--- src/rtl/bdt_inference_scheduler.sv ---
// bdt_inference_scheduler: shares one ap_ctrl_hs BDT inference core between NUM_REQ requesters
// Ports: ap_clk / ap_rst_n (async active-low) clock and reset; req_valid / req_data / req_ready
// requester side with a one-hot accept strobe; core_ap_start / core_ap_ready / core_ap_done /
// core_features / core_score drive the core's ap_ctrl_hs interface; rsp_valid / rsp_ready /
// rsp_id / rsp_score / rsp_timeout carry the tagged response; busy, last_latency and done_count
// report status.
module bdt_inference_scheduler #(
    parameter int NUM_REQ     = 4,
    parameter int FEAT_W      = 160,
    parameter int SCORE_W     = 18,
    parameter int TIMEOUT_CYC = 1024,
    parameter int ID_W        = $clog2(NUM_REQ)
) (
    input  logic                        ap_clk,
    input  logic                        ap_rst_n,
    input  logic [NUM_REQ-1:0]          req_valid,
    input  logic [NUM_REQ*FEAT_W-1:0]   req_data,
    output logic [NUM_REQ-1:0]          req_ready,
    output logic                        core_ap_start,
    input  logic                        core_ap_ready,
    input  logic                        core_ap_done,
    output logic [FEAT_W-1:0]           core_features,
    input  logic [SCORE_W-1:0]          core_score,
    output logic                        rsp_valid,
    input  logic                        rsp_ready,
    output logic [ID_W-1:0]             rsp_id,
    output logic [SCORE_W-1:0]          rsp_score,
    output logic                        rsp_timeout,
    output logic                        busy,
    output logic [15:0]                 last_latency,
    output logic [31:0]                 done_count
);
    localparam logic [1:0] IDLE      = 2'd0;
    localparam logic [1:0] START     = 2'd1;
    localparam logic [1:0] WAIT_DONE = 2'd2;
    localparam logic [1:0] RESP      = 2'd3;

    logic [1:0]         rst_sync_q;
    logic               rst_n_int;
    logic [1:0]         state_q, state_d;
    logic [ID_W-1:0]    ptr_q, ptr_d, id_q, id_d, grant;
    logic               grant_vld, done_ok;
    logic               start_q, start_d, to_q, to_d, rvalid_q, rvalid_d;
    logic [FEAT_W-1:0]  feat_q, feat_d;
    logic [SCORE_W-1:0] score_q, score_d;
    logic [15:0]        timer_q, timer_d, lat_q, lat_d;
    logic [31:0]        cnt_q, cnt_d;
    logic [ID_W:0]      j;

    // Reset asserts immediately but releases two clocks after ap_rst_n rises.
    always_ff @(posedge ap_clk or negedge ap_rst_n) begin
        if (!ap_rst_n) rst_sync_q <= 2'b00;
        else           rst_sync_q <= {rst_sync_q[0], 1'b1};
    end
    assign rst_n_int = rst_sync_q[1];

    // Walk the ring from the far end back to ptr so the nearest valid index wins.
    always_comb begin
        grant_vld = 1'b0;
        grant     = '0;
        j         = '0;
        for (int k = NUM_REQ - 1; k >= 0; k--) begin
            j = {1'b0, ptr_q} + (ID_W + 1)'(k);
            if (j >= (ID_W + 1)'(NUM_REQ)) j = j - (ID_W + 1)'(NUM_REQ);
            if (req_valid[j[ID_W-1:0]]) begin
                grant_vld = 1'b1;
                grant     = j[ID_W-1:0];
            end
        end
    end

    // Accepts are withheld while the internal reset is still held after release.
    assign req_ready = (state_q == IDLE && grant_vld && rst_n_int) ? NUM_REQ'(1) << grant : '0;

    // A done seen in START only counts together with ready; stale pulses elsewhere are dropped.
    assign done_ok = (state_q == WAIT_DONE && core_ap_done) ||
                     (state_q == START && core_ap_ready && core_ap_done);

    always_comb begin
        state_d  = state_q;
        ptr_d    = ptr_q;
        start_d  = start_q;
        feat_d   = feat_q;
        id_d     = id_q;
        score_d  = score_q;
        to_d     = to_q;
        rvalid_d = rvalid_q;
        timer_d  = timer_q;
        lat_d    = lat_q;
        cnt_d    = cnt_q;
        case (state_q)
            IDLE: begin
                if (grant_vld) begin
                    feat_d  = req_data[int'(grant)*FEAT_W +: FEAT_W];
                    id_d    = grant;
                    timer_d = '0;
                    start_d = 1'b1;
                    state_d = START;
                end
            end
            START, WAIT_DONE: begin
                timer_d = (&timer_q) ? timer_q : timer_q + 16'd1;
                if (done_ok) begin
                    start_d  = 1'b0;
                    score_d  = core_score;
                    to_d     = 1'b0;
                    lat_d    = timer_q;
                    cnt_d    = cnt_q + 32'd1;
                    rvalid_d = 1'b1;
                    state_d  = RESP;
                end else if (timer_q == 16'(TIMEOUT_CYC - 1)) begin
                    start_d  = 1'b0;
                    score_d  = '0;
                    to_d     = 1'b1;
                    rvalid_d = 1'b1;
                    state_d  = RESP;
                end else if (state_q == START && core_ap_ready) begin
                    start_d = 1'b0;
                    state_d = WAIT_DONE;
                end
            end
            default: begin
                if (rsp_ready) begin
                    rvalid_d = 1'b0;
                    ptr_d    = (id_q == ID_W'(NUM_REQ - 1)) ? '0 : id_q + 1'b1;
                    state_d  = IDLE;
                end
            end
        endcase
    end

    always_ff @(posedge ap_clk or negedge rst_n_int) begin
        if (!rst_n_int) begin
            state_q  <= IDLE;
            ptr_q    <= '0;
            start_q  <= 1'b0;
            feat_q   <= '0;
            id_q     <= '0;
            score_q  <= '0;
            to_q     <= 1'b0;
            rvalid_q <= 1'b0;
            timer_q  <= '0;
            lat_q    <= '0;
            cnt_q    <= '0;
        end else begin
            state_q  <= state_d;
            ptr_q    <= ptr_d;
            start_q  <= start_d;
            feat_q   <= feat_d;
            id_q     <= id_d;
            score_q  <= score_d;
            to_q     <= to_d;
            rvalid_q <= rvalid_d;
            timer_q  <= timer_d;
            lat_q    <= lat_d;
            cnt_q    <= cnt_d;
        end
    end

    assign core_ap_start = start_q;
    assign core_features = feat_q;
    assign rsp_valid     = rvalid_q;
    assign rsp_id        = id_q;
    assign rsp_score     = score_q;
    assign rsp_timeout   = to_q;
    assign busy          = (state_q != IDLE);
    assign last_latency  = lat_q;
    assign done_count    = cnt_q;
endmodule
--- config.mk ---
export PLATFORM = sky130hd
export DESIGN_NAME = bdt_inference_scheduler
export DESIGN_NICKNAME = d
export VERILOG_FILES = /design/src/rtl/bdt_inference_scheduler.sv
export SDC_FILE = /design/constraint.sdc
export NUM_CORES = 1
export LEC_CHECK = 0
export BUFFER_PORTS_ARGS = -buffer_cell sky130_fd_sc_hd__buf_2
export CAP_MARGIN = 20
export CORE_AREA = 5 5 352 354
export CTS_CLUSTER_SIZE = 28
export DETAILED_ROUTE_END_ITERATION = 8
export DIE_AREA = 0 0 357 359
export GPL_TIMING_DRIVEN = 0
export PLACE_DENSITY_LB_ADDON = 0.08
export SYNTH_ARGS = -nofsm -noshare
export SYNTH_HDL_FRONTEND = slang
export SYNTH_SLANG_ARGS = --single-unit
--- constraint.sdc ---
create_clock -name ap_clk -period 15.89 [get_ports ap_clk]
set_input_delay 2.3835 -clock ap_clk [delete_from_list [all_inputs] [get_ports ap_clk]]
set_output_delay 2.3835 -clock ap_clk [all_outputs]
set_load 0.005 [all_outputs]
==> reports/qor.csv <==
stage,metric,value,unit
worst_setup_path,critical path type,input pin to output port,
worst_setup_path,"delay-heaviest family, CP",buffers and inverters,
layout,layout cells sized above 1,0.393,
synth,most frequent cell after synthesis,nand2_1,
drt,Iter 0 DRT Violations,1117,
power_and_ir_drop,VDD IR-drop max,0.0000745,V
worst_setup_path,CP startpoint kind,input pin,
global_routing,first-pass GRT wire length,146,mm
synth,ys async rst share,1.00,
synth,cell count after synthesis,1786,
drt,routed length per instance,24.5,um
worst_setup_path,crit-path max cell delay,0.76,ns
cts,CTS buffer count,39,
floorplanning,CORE AREA,121000,um^2
cts,post_cts resized,0,
layout,area grow syn2layout,55.2,%
floorplanning,Initial Utilization,0.121,
timing,Final setup viols,0,
global_routing,GRT Overall Usage,0.160,
cts,Max clock buf depth,3,
worst_setup_path,Critical Path Sink,req_ready[1],
power_and_ir_drop,pwr dens,180,nW/um^2
timing,"Slew Viols, Final",0,
synth,complex-gate fraction of the synthesized area,0.141,
worst_setup_path,r2r endpoint,core_features[7]$_DFFE_PN0P_,
floorplanning,die extent in x,357,um
worst_setup_path,most frequent CP cell,buf_2,
synth,main combinational cell family by area after synthesis,simple AND/OR/NAND/NOR gates,
place,# port buffers,902,
worst_setup_path,crit path buf inv count,4,
place,placed cell areas,21300,um^2
cts,H-tree Lvls,2,
hold_path,Hold Crit Class,flop to async pin,
synth,synth cell count leaders,"670 x nand2_1, 338 x nand3_1, 253 x dfrtp_1, 160 x o211a_1, 66 x buf_2",
synth,synthesized cell area,14600,um^2
worst_setup_path,CP cell instances,"buf_2, a21boi_0, o221ai_2, buf_2, buf_2, nor3_1, buf_2",
cts,clock sinks,253,
global_routing,met1 Usage GRT,0.187,
synth,top_reg_cell synth,dfrtp_1,
timing,Slew HR,0.253,
worst_setup_path,FF-to-FF Start,state_q[0]$_DFFE_PN0P_,
global_routing,GRT overflow,0,
drt,DR vias,17700,
timing,worst-case clock skew,0.0171,ns
floorplanning,die area,128000,um^2
worst_setup_path,Reg2Reg Setup Slack,12.39,ns
worst_setup_path,Setup crit end kind,output port,
synth,Synth Register Bits,253,
power_and_ir_drop,Leakage,11.4,nW
global_routing,vias in the first global route,18900,
run_status,status,"complete, no violations",
timing,Tcrit/Tclk final,0.449,
cts,post-CTS setup buffer count,0,
timing,Fin. Hold Viols,0,
global_routing,largest net degree at the start of global routing,56,
global_routing,routing usage on met3,0.0506,
synth,Synth area leader,dfrtp_1,
synth,leading post-synthesis cells by cell area,"dfrtp_1 43%, nand2_1 17%, nand3_1 12%",
drt,final antenna-violating net count,0,
place,DP HPWL,88.8,mm
worst_setup_path,"Arr. time, crit path",4.75,ns
global_routing,M2 GR Usage,0.271,
timing,Worst-Margin Slew,1.12,ns
synth,Netlist cell types,51,
worst_setup_path,worst-path fanout max,10,
worst_setup_path,CP Depth,7,
worst_setup_path,slowest cell on the critical path,o221ai_2,
floorplanning,Die H,359,um
synth,Adder-Cell Fraction of Synth Area,0.00685,
flow_run,max-cap violations,0,
place,final RePlAce weighted congestion,0.908,
synth,register area share after synthesis,0.433,
drt,Pre-antenna DRT Iters,5,
floorplanning,Ports,903,
layout,storage element area,6330,um^2
cts,cts hold-fix bufs,0,
worst_setup_path,critical path startpoint,req_valid[1],
drt,Vias/cell,4.01,
synth,Post-Synth XOR/XNOR Area,0.0240,
synth,Syn Nets,2461,
timing,minimum clock period,7.13,ns
synth,Synthesis Warnings,0,
drt,final wirelength,108,mm
worst_setup_path,Worst R2R Path Depth,9,
synth,mux cell area share after synthesis,0.0146,
timing,Max Fclk,140,MHz
worst_setup_path,WP data required,13.51,ns
synth,simple-gate portion of the synthesized area,0.327,
cts,clock root buffer,clkbuf_16,
cts,Worst-Skew Late Latency,0.59,ns
cts,"CTS clk-pin slew, worst paths",0.06,ns
synth,Post-synth EDFFs,0,
synth,Synth top area share,0.433,
cts,CTS tree,built,
layout,multi-input logic area,7500,um^2
global_routing,Top Usage Layer GRT,met2,
layout,Layout Nets,3411,
timing,RSZ-0062 raised after global routing,false,
layout,# fillers,13900,
global_routing,antenna violations before repair,48,
timing,setup TNS,0,ns
layout,Finished Cell Area,22700,um^2
drt,Residual DRC,0,
synth,syn avg cell area,8.18,um^2
floorplanning,Core Rows,128,
[layer usage]
metal / routed length [um] / share of wire / up-vias
li1: - / - / 8102
met1: 42600 / 0.39 / 8617
met2: 51700 / 0.48 / 769
met3: 9380 / 0.087 / 183
met4: 4450 / 0.041 / 12
met5: 80 / 0.00074 / -
[state kept, by name, summed over array words and instances (netlist names)]
register,count
core_ap_start,1
core_features,160
done_count,32
last_latency,16
ptr_q,2
rsp_id,2
rsp_score,18
rsp_timeout,1
rsp_valid,1
rst_sync_q,2
state_q,2
timer_q,16
[report_power, final]
part / switching [mW] / leakage (nW) / internal (mW) / total (mW)
clock network: 0.359 / 0.629 / 0.551 / 0.910
logic: 1.33 / 7.75 / 0.773 / 2.10
registers: 0.168 / 3.03 / 0.907 / 1.07
total: 1.86 / 11.4 / 2.23 / 4.09
[layout by cell type, fill, tap and decap left out, types with 9 or more instances in the layout]
cell type / synthesis / final
buf_2: 66 / 968
nand2_1: 670 / 670
nand3_1: 338 / 338
dfrtp_1: 253 / 252
o211a_1: 160 / 160
clkbuf_1: 40 / 48
clkbuf_16: 0 / 40
diode_2: 0 / 29
nor2_1: 27 / 27
xor2_1: 25 / 25
buf_6: 20 / 21
a22o_1: 20 / 20
mux2_2: 18 / 18
xnor2_1: 15 / 15
nand4_1: 13 / 13
nor3_1: 11 / 11
o21ai_0: 10 / 10
inv_1: 9 / 9
and3_1: 9 / 9
[stage by stage]
step                      hold WS, ns  power [mW]  std cells  worst slack, ns   util
after floorplan                 0.331        2.11       1786             6.72      -
after global placement          0.342        3.25       4313             1.63  0.175
after detailed placement        0.273        3.25       4319             8.60  0.176
after CTS                       0.276        4.20       4383             8.59  0.187
after global routing            0.294        4.38       4403             8.49  0.187
final                           0.257        4.09       4413             8.76  0.188
[cell families after synthesis]
kind of cell | after synthesis
muxes | 19
adders and majority gates | 8
and+or+nand+nor | 1103
AOI/OAI and AO/OA | 220
xor gates and xnor gates | 40
DFF | 253
buffers and inverters | 142
other | 1
[worst min path at each step]
stage               slack [ns]                        endpoint                    start  depth (start not counted)
floorplan                 0.33         rst_sync_q[1]$_DFF_PN0_  rst_sync_q[0]$_DFF_PN0_                          0
global placement          0.34         rst_sync_q[1]$_DFF_PN0_  rst_sync_q[0]$_DFF_PN0_                          0
detailed placement        0.27  core_features[100]$_DFFE_PN0P_  rst_sync_q[1]$_DFF_PN0_                          0
CTS                       0.28   core_features[91]$_DFFE_PN0P_  rst_sync_q[1]$_DFF_PN0_                          0
global route              0.29   core_features[84]$_DFFE_PN0P_  rst_sync_q[1]$_DFF_PN0_                          0
finish                    0.26   core_features[88]$_DFFE_PN0P_  rst_sync_q[1]$_DFF_PN0_                          0
[cell type report]
cell class / count / area share
antenna: 29 / 0.00320
buffer: 133 / 0.0325
clock buffer: 54 / 0.0491
clock inverter: 10 / 0.00729
inverter: 9 / 0.00149
multi-input combinational: 1391 / 0.331
sequential: 253 / 0.280
tap: 1625 / 0.0897
timing repair buffer: 909 / 0.206
No activity file was read; power rests on OpenSTA's default activity.
